--- src/rtl/tjmono_pkg.sv ---
// Shared definitions for the TJ-Monopix hit serializer: word layout,
// field positions, transmitter state encoding and the field Gray coder.
package tjmono_pkg;

    localparam int WORD_W = 27;
    localparam int CNT_W  = 5;

    localparam int COL_MSB = 26;
    localparam int COL_LSB = 21;
    localparam int ROW_MSB = 20;
    localparam int ROW_LSB = 12;
    localparam int LE_MSB  = 11;
    localparam int LE_LSB  = 6;
    localparam int TE_MSB  = 5;
    localparam int TE_LSB  = 0;

    typedef enum logic {
        IDLE  = 1'b0,
        SHIFT = 1'b1
    } tx_state_t;

    // Binary to reflected Gray code for one 6-bit timestamp field.
    function automatic logic [5:0] gray6(input logic [5:0] b);
        return b ^ (b >> 1);
    endfunction

    // Gray-code the LE and TE timestamps independently; column and row pass through.
    function automatic logic [WORD_W-1:0] gray_fields(input logic [WORD_W-1:0] w);
        logic [WORD_W-1:0] g;
        g = w;
        g[LE_MSB:LE_LSB] = gray6(w[LE_MSB:LE_LSB]);
        g[TE_MSB:TE_LSB] = gray6(w[TE_MSB:TE_LSB]);
        return g;
    endfunction

endpackage

--- src/rtl/tjmono_data_tx_if.sv ---
// Hit-input and readout-side signal bundle of the hit serializer.
// master: hit source plus serial receiver; slave: the serializer itself.
interface tjmono_data_tx_if;
    import tjmono_pkg::*;

    logic              HIT_WRITE;
    logic [WORD_W-1:0] HIT_DATA;
    logic              FREEZE;
    logic              READ;
    logic              TOKEN;
    logic              OUT;
    logic              HIT_FULL;
    logic [7:0]        LOST_CNT;

    modport master (
        output HIT_WRITE, HIT_DATA, FREEZE, READ,
        input  TOKEN, OUT, HIT_FULL, LOST_CNT
    );

    modport slave (
        input  HIT_WRITE, HIT_DATA, FREEZE, READ,
        output TOKEN, OUT, HIT_FULL, LOST_CNT
    );
endinterface

--- src/rtl/tjmono_tx_fifo.sv ---
// Synchronous first-word-fall-through hit FIFO. The head word is always
// visible on rd_data while not empty. Pointers wrap at DEPTH (power of 2).
// full is a registered flag; empty_nxt exposes the post-edge emptiness so
// the owner can register flags that depend on it without a cycle of lag.
module tjmono_tx_fifo
    import tjmono_pkg::*;
#(
    parameter int DEPTH = 16
) (
    input  logic              clk,
    input  logic              rst_n,
    input  logic              push,
    input  logic [WORD_W-1:0] wr_data,
    input  logic              pop,
    output logic [WORD_W-1:0] rd_data,
    output logic              empty,
    output logic              empty_nxt,
    output logic              full
);

    localparam int PW = $clog2(DEPTH);
    localparam int CW = PW + 1;

    logic [WORD_W-1:0] mem [DEPTH];
    logic [PW-1:0]     wr_ptr;
    logic [PW-1:0]     rd_ptr;
    logic [CW-1:0]     count;
    logic [CW-1:0]     count_nxt;

    // Occupancy after the coming edge.
    always_comb begin
        count_nxt = count;
        case ({push, pop})
            2'b10:   count_nxt = count + CW'(1);
            2'b01:   count_nxt = count - CW'(1);
            default: count_nxt = count;
        endcase
    end

    assign empty     = (count == '0);
    assign empty_nxt = (count_nxt == '0);
    assign rd_data   = mem[rd_ptr];

    // Pointer, occupancy and full-flag bookkeeping.
    always_ff @(posedge clk or negedge rst_n) begin
        if (!rst_n) begin
            wr_ptr <= '0;
            rd_ptr <= '0;
            count  <= '0;
            full   <= 1'b0;
        end else begin
            if (push) wr_ptr <= wr_ptr + PW'(1);
            if (pop)  rd_ptr <= rd_ptr + PW'(1);
            count <= count_nxt;
            full  <= (count_nxt == CW'(DEPTH));
        end
    end

    // Storage array; contents are meaningless while empty so no reset is needed.
    always_ff @(posedge clk) begin
        if (push) mem[wr_ptr] <= wr_data;
    end

endmodule

--- src/rtl/tjmono_data_tx.sv ---
// TJ-Monopix hit serializer: buffers 27-bit hit words and sends them MSB
// first on OUT, one frame per READ request, 28 clocks per frame.
// Build option: define TJMONO_TX_GRAY_EN to Gray-code the LE and TE
// timestamp fields as the word leaves the FIFO (same latency either way).
module tjmono_data_tx
    import tjmono_pkg::*;
#(
    parameter int DEPTH = 16
) (
    input  logic              CLK40,
    input  logic              RST_N,
    tjmono_data_tx_if.slave   bus
);

    logic              push;
    logic              pop;
    logic              drop;
    logic [WORD_W-1:0] head_word;
    logic [WORD_W-1:0] load_word;
    logic              fifo_empty;
    logic              fifo_empty_nxt;
    logic              fifo_full;

    tx_state_t         state;
    logic              shift_nxt;
    logic [WORD_W-1:0] shreg;
    logic [CNT_W-1:0]  bit_cnt;
    logic              token;
    logic [7:0]        lost_cnt;

    // Full is the registered pre-edge flag, so a pop at the same edge
    // does not make room for a write that arrives while full.
    assign push = bus.HIT_WRITE & ~bus.FREEZE & ~fifo_full;
    assign drop = bus.HIT_WRITE & (bus.FREEZE | fifo_full);
    assign pop  = (state == IDLE) & bus.READ & ~fifo_empty;

    tjmono_tx_fifo #(
        .DEPTH (DEPTH)
    ) u_fifo (
        .clk       (CLK40),
        .rst_n     (RST_N),
        .push      (push),
        .wr_data   (bus.HIT_DATA),
        .pop       (pop),
        .rd_data   (head_word),
        .empty     (fifo_empty),
        .empty_nxt (fifo_empty_nxt),
        .full      (fifo_full)
    );

`ifdef TJMONO_TX_GRAY_EN
    assign load_word = gray_fields(head_word);
`else
    assign load_word = head_word;
`endif

    // Whether the serializer will be in SHIFT after the coming edge.
    always_comb begin
        shift_nxt = 1'b0;
        if (state == IDLE) shift_nxt = pop;
        else               shift_nxt = (bit_cnt != '0);
    end

    // Frame FSM: load on pop, shift out 27 bits, one trailing zero bit in IDLE.
    always_ff @(posedge CLK40 or negedge RST_N) begin
        if (!RST_N) begin
            state   <= IDLE;
            shreg   <= '0;
            bit_cnt <= '0;
            token   <= 1'b0;
        end else begin
            token <= ~fifo_empty_nxt | shift_nxt;
            case (state)
                IDLE: begin
                    if (pop) begin
                        shreg   <= load_word;
                        bit_cnt <= CNT_W'(WORD_W - 1);
                        state   <= SHIFT;
                    end
                end
                SHIFT: begin
                    // Shifting in zeros leaves shreg clear once the frame ends,
                    // which is what holds OUT low in IDLE.
                    shreg <= {shreg[WORD_W-2:0], 1'b0};
                    if (bit_cnt == '0) state   <= IDLE;
                    else               bit_cnt <= bit_cnt - CNT_W'(1);
                end
                default: state <= IDLE;
            endcase
        end
    end

    // Saturating count of hits refused because of freeze or a full FIFO.
    always_ff @(posedge CLK40 or negedge RST_N) begin
        if (!RST_N) begin
            lost_cnt <= '0;
        end else if (drop && (lost_cnt != 8'hFF)) begin
            lost_cnt <= lost_cnt + 8'd1;
        end
    end

    assign bus.OUT      = shreg[WORD_W-1];
    assign bus.TOKEN    = token;
    assign bus.HIT_FULL = fifo_full;
    assign bus.LOST_CNT = lost_cnt;

endmodule

--- src/flat_wrapper.sv ---
// flat-port wrapper written by rule: the top's interface ports become plain ports
module tjmono_data_tx_flat import tjmono_pkg::*;
#(
    parameter int DEPTH = 16
)
  (CLK40, RST_N, bus_HIT_WRITE, bus_HIT_DATA, bus_FREEZE, bus_READ, bus_TOKEN, bus_OUT, bus_HIT_FULL, bus_LOST_CNT);
  tjmono_data_tx_if bus_i ();
  input  logic CLK40;
  input  logic RST_N;
  input wire logic [$bits(bus_i.HIT_WRITE)-1:0] bus_HIT_WRITE;
  input wire logic [$bits(bus_i.HIT_DATA)-1:0] bus_HIT_DATA;
  input wire logic [$bits(bus_i.FREEZE)-1:0] bus_FREEZE;
  input wire logic [$bits(bus_i.READ)-1:0] bus_READ;
  output wire logic [$bits(bus_i.TOKEN)-1:0] bus_TOKEN;
  output wire logic [$bits(bus_i.OUT)-1:0] bus_OUT;
  output wire logic [$bits(bus_i.HIT_FULL)-1:0] bus_HIT_FULL;
  output wire logic [$bits(bus_i.LOST_CNT)-1:0] bus_LOST_CNT;
  assign bus_i.HIT_WRITE = bus_HIT_WRITE;
  assign bus_i.HIT_DATA = bus_HIT_DATA;
  assign bus_i.FREEZE = bus_FREEZE;
  assign bus_i.READ = bus_READ;
  assign bus_TOKEN = bus_i.TOKEN;
  assign bus_OUT = bus_i.OUT;
  assign bus_HIT_FULL = bus_i.HIT_FULL;
  assign bus_LOST_CNT = bus_i.LOST_CNT;
  tjmono_data_tx #(.DEPTH(DEPTH)) u_core (.CLK40(CLK40), .RST_N(RST_N), .bus(bus_i));
endmodule
--- config.mk ---
export PLATFORM = sky130hd
export DESIGN_NAME = tjmono_data_tx_flat
export DESIGN_NICKNAME = d
export VERILOG_FILES = /design/src/rtl/tjmono_pkg.sv /design/src/rtl/tjmono_data_tx_if.sv /design/src/rtl/tjmono_tx_fifo.sv /design/src/rtl/tjmono_data_tx.sv /design/src/flat_wrapper.sv
export SDC_FILE = /design/constraint.sdc
export NUM_CORES = 1
export LEC_CHECK = 0
export CAP_MARGIN = 30
export CORE_MARGIN = 2
export CORE_UTILIZATION = 61
export CTS_BUF_LIST = sky130_fd_sc_hd__clkbuf_16
export CTS_CLUSTER_DIAMETER = 40
export DETAILED_ROUTE_END_ITERATION = 12
export GPL_ROUTABILITY_DRIVEN = 1
export PLACE_DENSITY = 0.88
export RECOVER_POWER = 100
export SYNTH_ARGS = -nofsm -noshare
export SYNTH_HDL_FRONTEND = slang
export SYNTH_SLANG_ARGS = --single-unit
--- constraint.sdc ---
create_clock -name CLK40 -period 3.41 [get_ports CLK40]
set_input_delay 0.341 -clock CLK40 [delete_from_list [all_inputs] [get_ports CLK40]]
set_output_delay 0.341 -clock CLK40 [all_outputs]
set_load 0.03 [all_outputs]
==> flow_results.org, run 1 <==
** Run status
- The flow ran to the end, but the final reports show violations.
- The checks that failed: max-capacitance violations, max-slew violations.

** Place
- Instance count after placement with tap cells included :: 1369
- Number of port buffers :: 42
- Prior to clock tree synthesis, the placed netlist has a worst setup slack of 232.1 ps.
- The congestion estimate from routability-driven global placement came to 0.7643.
- The wire-length estimate of the detail-placed layout is 21940 um.
- Cell Area, Placed :: 20130 um^2

** Die
- CORE AREA :: 30590 um^2
- In this run the vertical extent of the chip is 180.5 um.
- The die covers 32560 um^2.
- # rows :: 64
- Boundary pin count :: 43
- Starting Density :: 62.09%
- The floorplan step set the die width to 180.5 um.

** Logic synthesis
- Most numerous cell in the Yosys netlist :: edfxtp_1
- Synthesis produced a netlist whose cell count is 948.
- Share of the synthesized area in the top cell type :: 68.30%
- Ys async rst share :: 11.48%
- Warnings, synthesis :: 0
- edfxtp_1 takes more of the synthesized area than any other cell.
- Counting flops with a built-in enable in the synthesized netlist gives 432.
- Synthesis produced a netlist with a net count of 991.
- For this run, the register share of the synthesized area comes to 75.68%.
- Post-synth top flop :: edfxtp_1
- By count the netlist is led by 432 x edfxtp_1, 108 x mux4_2, 57 x a21oi_1.
- Yosys attributes the largest share of cell area to edfxtp_1 68%, mux4_2 13%, dfrtp_1 7.4%.
- Synthesis instantiated 46 different standard cells from the library.
- Dividing the synthesized area by the synthesized cell count gives 20.03 um^2.
- Cell area after synthesis :: 18990 um^2
- Post-synthesis register bit count :: 488

** Hold path
- Launch point of the worst hold path :: u_core.bus.LOST_CNT[7]
- The tightest min-delay check is of the flop to flop type.

** Worst setup path
- Worst setup path start :: u_core.u_fifo.full
- Arrival @ worst endpoint :: 3380 ps
- Across all register-to-register paths, the minimum setup slack is 300 ps.
- At the worst endpoint, the required time is 3680 ps.
- The slowest stage of the critical path belongs to the cell and2_0.
- Longest individual stage delay on the worst path :: 1030 ps
- In this design, the critical path's most frequently occurring cell is and2_0.
- Along the worst path, the maximum fanout reaches 16.
- The critical path is of the flop to flop type.
- Reg2reg start :: u_core.u_fifo.full
- Kind of end point of the critical path :: flop
- Walking the worst path, the cells encountered are nor2_1, and2_0, inv_1, nor3b_1, and2_0, buf_12.
- The worst setup path is launched from a flop.

** Route
- Avg WL per Cell :: 29.20 um
- After detailed routing, the number of vias per cell comes to 6.749.
- Drt total wl :: 43130 um
- In the routed design, unresolved DRC markers number 0.
- Total vias in the final route :: 9969
- The count of nets left with antenna violations once routing finished came out at 0.
- The first routing iteration left 1353 violations.
- For this run, the detailed router's first-pass iteration total came to 5.

** Clocking
- After clock tree synthesis, the flow added hold-fix buffers numbering 1.
- CTS built an H-tree with a depth of 2.
- Total number of clock tree sinks :: 488
- In this run the deepest clock path goes through 3 buffers.
- Num CTS Buffers :: 56
- Number of gates given a new drive strength after cts :: 0
- Latest clock arrival within the worst-skew pair :: 580 ps
- Clock-pin slew on the worst setup and hold paths :: 60 ps
- Clock tree synthesis selected as its root buffer the cell clkbuf_16.
- Number of buffers added for setup after CTS :: 0
- CTS tree :: built

** GRT
- Entering global routing, the biggest net connects 60 pins.
- The via count of the first global-routing pass is 10500.
- The first global-routing pass estimated 65140 um of wire.
- Overflow left after global routing :: 0
- Antenna violations before repair :: 1
- Global-route usage over all layers :: 27.01%

** Timing
- The max-slew violation count came to 25.
- The count of endpoints failing hold in the final timing report came to 0.
- Worst clock skew on the final layout :: 13.73 ps
- Slew margin rel. :: -9.970%
- For the pin with the worst max-slew slack, the measured transition is 1649 ps.
- Counting I/O delays and the setup requirement, the final critical path takes 3108 ps.
- In the post-route analysis, the smallest setup slack over all paths is 302.1 ps.
- Setup repair after global routing left no endpoint under its margin.
- After routing, the total negative slack on setup checks comes to 0 ps.
- Tcrit/Tclk final :: 91.14%
- For this run, the top clock speed supported by timing is 321.8 MHz.
- Setup violations remaining at the end of the flow were counted as 0.

** Finish
- Area delta synth->final :: 15.59%
- Fraction of layout cells with a size suffix above 1 :: 23.15%
- For this run, the number of standard cells in the final layout without fillers is 1477.
- After the last flow step, the layout net total stands at 1075.
- Summing all non-filler instances in the final layout gives an area of 21950 um^2.

** Power and ir drop
- Pint :: 12.58 mW
- Net switching is 29.72% of the power.
- Pwr dens :: 815.6 nW/um^2
- IR analysis of the VDD net gives a maximum drop of 0.4987 mV.
- Power share of the clock group :: 33.5%
- The analysis attributes to net switching a power of 5.322 mW.
- In this run, the combinational gates consume 23.7% of the power.
- Static Leak :: 7.358 nW
- In this run, flip-flops and latches consume 42.7% of the power.

** Run
- Across the run, the number of max-cap violations was 2.
==> metrics by stage <==
stage | total power [mW] | utilization (%) | hold slack (ps)
2_1_floorplan | 10.59 | - | 45.41
3_3_place_gp | 11.65 | 65.74 | 482.2
3_5_place_dp | 11.89 | 65.81 | 333.2
4_1_cts | 18.00 | 72.04 | 261.9
5_1_grt | 18.57 | 71.77 | 518.7
6_report | 17.90 | 71.77 | 484.8
==> worst max-delay path: cells and delay by family (launching register included) <==
kind	cells	cell delay, ps
flip-flops	1	390
buffers and inverters	2	440
AND/OR/NAND/NOR	4	1960
==> power groups by stage <==
| stage | clock, mW | combinational (mW) | sequential, mW |
|---|---|---|---|
| floorplan | 0 | 3.11 | 7.48 |
| global placement | 0 | 3.96 | 7.68 |
| detailed placement | 0 | 4.16 | 7.73 |
| CTS | 6.06 | 4.29 | 7.64 |
| global route | 6.31 | 4.55 | 7.71 |
| finish | 6.01 | 4.24 | 7.65 |
==> cell families (layout without fill, tap and decap cells) <==
logic type               Yosys count  after routing  synth area share, %
other                              0              1                    0
flip-flops                       488            488                75.68
buffers and inverters             91            223                2.148
AO/OA/AOI/OAI                    153            153                5.297
multiplexers                     114            114                13.14
AND/OR/NAND/NOR                   70             70                2.036
adder cells (fa/ha/maj)           11             11               0.7247
XOR/XNOR                          21             21               0.9685
==> registers in the layout, summed over array words and instances (netlist names) <==
name	cells
u_core.shreg	27
u_core.u_fifo.rd_ptr	4
u_core.bit_cnt	5
u_core.u_fifo.mem	432
u_core.u_fifo.count	5
u_core.bus.LOST_CNT	8
u_core.bus.TOKEN	1
u_core.u_fifo.full	1
u_core.u_fifo.wr_ptr	4
u_core.state	1
==> routing by layer <==
layer / global-route usage (%) / up-vias / wire length, um
met1: 36.63 / 5123 / 16010
met5: 0 / - / 0
met2: 43.98 / 658 / 21700
met3: 5.295 / 124 / 3997
li1: - / 4064 / -
met4: 10.87 / 0 / 1419
==> cells in the final DEF, fill, tap and decap left out, types with 3 or more instances in the layout <==
| master | Yosys | routed |
|---|---|---|
| a211oi_1 | 26 | 26 |
| a21oi_1 | 57 | 57 |
| a22oi_1 | 54 | 54 |
| and2_0 | 0 | 7 |
| and2_1 | 18 | 3 |
| and2_2 | 0 | 8 |
| buf_12 | 0 | 12 |
| buf_4 | 7 | 11 |
| bufinv_16 | 0 | 5 |
| clkbuf_1 | 27 | 6 |
| clkbuf_16 | 0 | 58 |
| clkbuf_2 | 1 | 11 |
| clkdlybuf4s50_1 | 0 | 3 |
| clkinv_1 | 0 | 6 |
| clkinv_2 | 0 | 6 |
| clkinv_4 | 0 | 8 |
| clkinvlp_4 | 0 | 4 |
| dfrtp_1 | 56 | 53 |
| dlygate4sd3_1 | 0 | 39 |
| edfxtp_1 | 432 | 432 |
| ha_1 | 11 | 11 |
| inv_1 | 35 | 44 |
| inv_6 | 0 | 6 |
| mux2i_1 | 3 | 3 |
| mux4_2 | 108 | 108 |
| nand2_1 | 12 | 12 |
| nand3_1 | 4 | 4 |
| nand4_1 | 4 | 4 |
| nor2_1 | 12 | 12 |
| nor2b_1 | 5 | 3 |
| nor3_1 | 3 | 3 |
| o21ai_0 | 5 | 5 |
| xnor2_1 | 12 | 12 |
| xor2_1 | 9 | 9 |
==> worst paths after layout <==
kind | end | cells past startpoint
max in group asynchronous | u_core.shreg[5] | 4
min | u_core.bus.LOST_CNT[7] | 1
min reg2reg | u_core.bus.LOST_CNT[7] | 1
min in group asynchronous | u_core.bus.LOST_CNT[2] | 2
max | u_core.u_fifo.mem[11][14] | 6
max reg2reg | u_core.u_fifo.mem[11][14] | 6
==> area by class of cell <==
class / count / area [um^2]
Clock buffer: 58 / 1451
Tap cell: 396 / 495.5
Antenna cell: 1 / 2.502
Multi-Input combinational cell: 369 / 4225
Inverter: 35 / 131.4
Timing Repair Buffer: 82 / 820.8
Sequential cell: 488 / 14380
Fill cell: 1707 / 8636
Clock inverter: 48 / 444.2
Power figures use the tool's default switching activity.
==> inputs of run 2 (changes only) <==
--- a/config.mk
+++ b/config.mk
@@ -17,3 +17,4 @@
 export SYNTH_ARGS = -nofsm -noshare
 export SYNTH_HDL_FRONTEND = slang
 export SYNTH_SLANG_ARGS = --single-unit
+export TNS_END_PERCENT = 30
==> results of run 2 <==
No change in the layout: final DEF, timing and power equal those of run 1.
==> inputs of run 3 (changes only) <==
--- a/config.mk
+++ b/config.mk
@@ -5,7 +5,8 @@
 export SDC_FILE = /design/constraint.sdc
 export NUM_CORES = 1
 export LEC_CHECK = 0
-export CAP_MARGIN = 30
+export ABC_CLOCK_PERIOD_IN_PS = 3410
+export CAP_MARGIN = 20
 export CORE_MARGIN = 2
 export CORE_UTILIZATION = 61
 export CTS_BUF_LIST = sky130_fd_sc_hd__clkbuf_16
==> run 3 against run 2 <==
  * The run still ends with max-capacitance violations, max-slew violations left
  * Final area shrank 0.64%
  * Hold slack lost 320 ps
  * Clock skew decreased by 0.50 ps
  * Via count is 0.95% higher
  * Sequential power hardly changed
  * Core utilization fell by 0.46 points
  * Sequential cell count is the same
  * Die area is the same
  * Register-to-register slack hardly changed
  * Global-route usage rose by 0.64 points
  * Cell count is 0.34% lower
  * Largest cell class unchanged
==> flow_results.org, run 3 (same netlist as run 1, synthesis figures left out) <==
** Die
- The top-level port count was 43 (unchanged).
- Floorplan die width :: 180.5 um (unchanged)
- The number of core rows came to 64 (unchanged).
- The vertical die dimension was 180.5 um (unchanged).
- The initial core utilization came to 62.09% (unchanged).
- Area of the die :: 32560 um^2 (unchanged)
- CORE AREA :: 30590 um^2 (unchanged)

** Timing
- Tcrit/Tclk final :: 91.41% (+0.26 points)
- Fmax :: 320.8 MHz (-0.29%)
- The final number of setup-violating endpoints is 0 (unchanged).
- Worst-case hold slack :: 168.8 ps (-316.0 ps)
- The count of endpoints failing hold in the final timing report came to 0 (unchanged).
- The post-route minimum period came to 3117 ps (+9.028 ps).
- The actual transition at the worst max-transition pin was 1581 ps (-67.70 ps).
- Slew margin rel. :: -5.454% (+4.5 points)
- Setup repair after global routing left no endpoint under its margin.
- The post-route setup TNS is 0 ps (unchanged).
- PnR worst setup slack :: 293.1 ps (-9.028 ps)
- Worst clock skew on the final layout :: 13.22 ps (-0.5031 ps)
- Max-slew violation count :: 38 (+52%)

** Clocking
- Clock-pin slew on the worst setup and hold paths :: 60 ps (about the same)
- Maximum buffer depth of the clock tree :: 3 (unchanged)
- CTS tree :: built
- In this run the clock root is driven by a clkbuf_16.
- The count of buffers added by post-CTS timing repair for setup was 0 (unchanged).
- Latest clock arrival within the worst-skew pair :: 570 ps (about the same)
- Num CTS Buffers :: 54 (-3.6%)
- The CTS H-tree depth is 2 (unchanged).
- Total number of clock tree sinks :: 488 (unchanged)

** Place
- Number of port buffers :: 42 (unchanged)
- The placed instance area came to 20110 um^2 (about the same).
- The post-placement cell count came to 1368 (-0.073%).
- The final HPWL from detailed placement was 21900 um (-0.18%).
- Worst slack, placed :: 237.1 ps (+5.037 ps)
- GP Congestion :: 0.7643 (unchanged)

** GRT
- The aggregate global routing overflow was 0 (unchanged).
- Pin count of the biggest net entering global routing :: 60 (unchanged)
- First-pass GRT wire length :: 66420 um (+2.0%)
- The via count of the first global-routing pass is 10450 (-0.54%).
- Antenna violations before repair :: 0 (-1)
- Global-route usage over all layers :: 27.65% (+0.64 points)

** Finish
- Max reg flops :: 432 (unchanged)
- Leaving out fill and tap cells, the most frequent cell in the layout is edfxtp_1.
- The antenna diode instance count was 0 (-1).
- Counting flops per register, the top entry is u_core.u_fifo.mem.
- The final non-filler cell area came to 21810 um^2 (-0.64%).
- Leading cell types in the layout, fill and taps excluded :: 432 x edfxtp_1, 108 x mux4_2, 57 x a21oi_1
- Area delta synth->final :: 14.86%
- Fraction of layout cells with a size suffix above 1 :: 22.58% (-0.56 points)
- The multi-input gate area in the final layout came to 4227 um^2 (about the same).
- The final net count is 1073 (-0.19%).
- The utilization after layout came to 71.31% (-0.46 points).
- The number of non-filler instances in the completed layout came to 1472 (-0.34%).
- Fillers :: 1734 (+1.6%)
- Combined flip-flop and latch cell area :: 14380 um^2 (about the same)

** Route
- Violation count after the first detailed-routing iteration :: 1342 (-0.81%)
- Antenna Nets Post-Route :: 0 (unchanged)
- The remaining design rule violation count came to 0 (unchanged).
- Total vias in the final route :: 10060 (+0.95%)
- The vias per cell came to 6.837 (+1.3%).
- The detail-routed net length per standard cell is 29.88 um (+2.3%).
- The detailed-route wire length came to 43990 um (+2.0%).
- The detailed-router iteration count before antenna repair is 5 (unchanged).

** Power and ir drop
- The proportion of total power due to net switching came to 30.05% (+0.33 points).
- The fraction of power consumed by combinational cells came to 23.9% (+0.2 points).
- The leakage power of the design is 7.287 nW (-0.97%).
- The maximum resistive drop on vdd was 0.5045 mV (+1.2%).
- The power density over the cells is 808.4 nW/um^2 (-0.87%).
- The sequential cell fraction of total power was 43.4% (+0.7 points).
- The internal power consumption is 12.34 mW (-2.0%).
- The total power came to 17.64 mW (-1.5%).
- Psw :: 5.300 mW (-0.42%)
- Power share of the clock group :: 32.7% (-0.8 points)

** Hold path
- The worst hold path belongs to the class input pin to async pin.

** Run status
- The flow ran to the end, but the final reports show violations.
- The checks that failed: max-capacitance violations, max-slew violations.

** Worst setup path
- Required time at the worst-slack endpoint :: 3780 ps (+100 ps)
- STA classifies the critical path endpoint as a flop.
- The peak fanout along the critical path is 37 (+21).
- The data arrival time of the worst path was 3490 ps (+110 ps).
- Crit Path Class :: flop to flop
- Startpoint Class :: flop

** Run
- The reported max-cap violation count was 3 (+1).
run 3: repair_timing:
item,4_1_cts,5_1_grt
endpoints found under the hold margin,41,0
gates resized for setup,0,0
hold buffers,1,0
run 3: routing by layer:
metal / track usage, % / vias to the layer above / wire (um)
li1: - / 4045 / -
met1: 37.28 / 5201 / 16170
met2: 46.61 / 698 / 22330
met3: 5.073 / 120 / 4074
met4: 8.774 / 0 / 1418
met5: 0 / - / 0
run 3: area by class of cell:
class	count	area share, %
flip-flops and latches	488	65.92
multi-input cells	369	19.38
clock buffers	54	6.195
repair buffers	82	3.573
well taps	396	2.271
clock inverters	48	2.059
inverters	35	0.6023
run 3: critical path: stages, from the launching register on:
cell	delay [ps]
dfrtp_2	970
clkbuf_4	740
mux4_2	430
a22oi_1	270
a21oi_1	120
a211oi_1	280
a21oi_1	90
run 3: path summary, 6_finish.rpt:
| check | end | cells past startpoint | slack (ps) | from |
|---|---|---|---|---|
| worst max-delay path | u_core.shreg[25] | 6 | 290 | u_core.u_fifo.rd_ptr[2] |
| min in group CLK40 | u_core.bus.LOST_CNT[7] | 1 | 520 | u_core.bus.LOST_CNT[7] |
| max in group asynchronous | u_core.shreg[3] | 4 | 1650 | RST_N |
| worst min-delay path | u_core.u_fifo.count[0] | 2 | 170 | RST_N |
| worst min register to register | u_core.bus.LOST_CNT[7] | 1 | 520 | u_core.bus.LOST_CNT[7] |
| worst max register to register | u_core.shreg[25] | 6 | 290 | u_core.u_fifo.rd_ptr[2] |
run 3: power groups by stage:
stage	clock network, mW	logic [mW]	registers (mW)
after CTS	5.81	4.30	7.65
after global placement	0	3.96	7.68
final	5.77	4.22	7.65
after global routing	6.04	4.51	7.70
after detailed placement	0	4.15	7.73
after floorplan	0	3.11	7.48
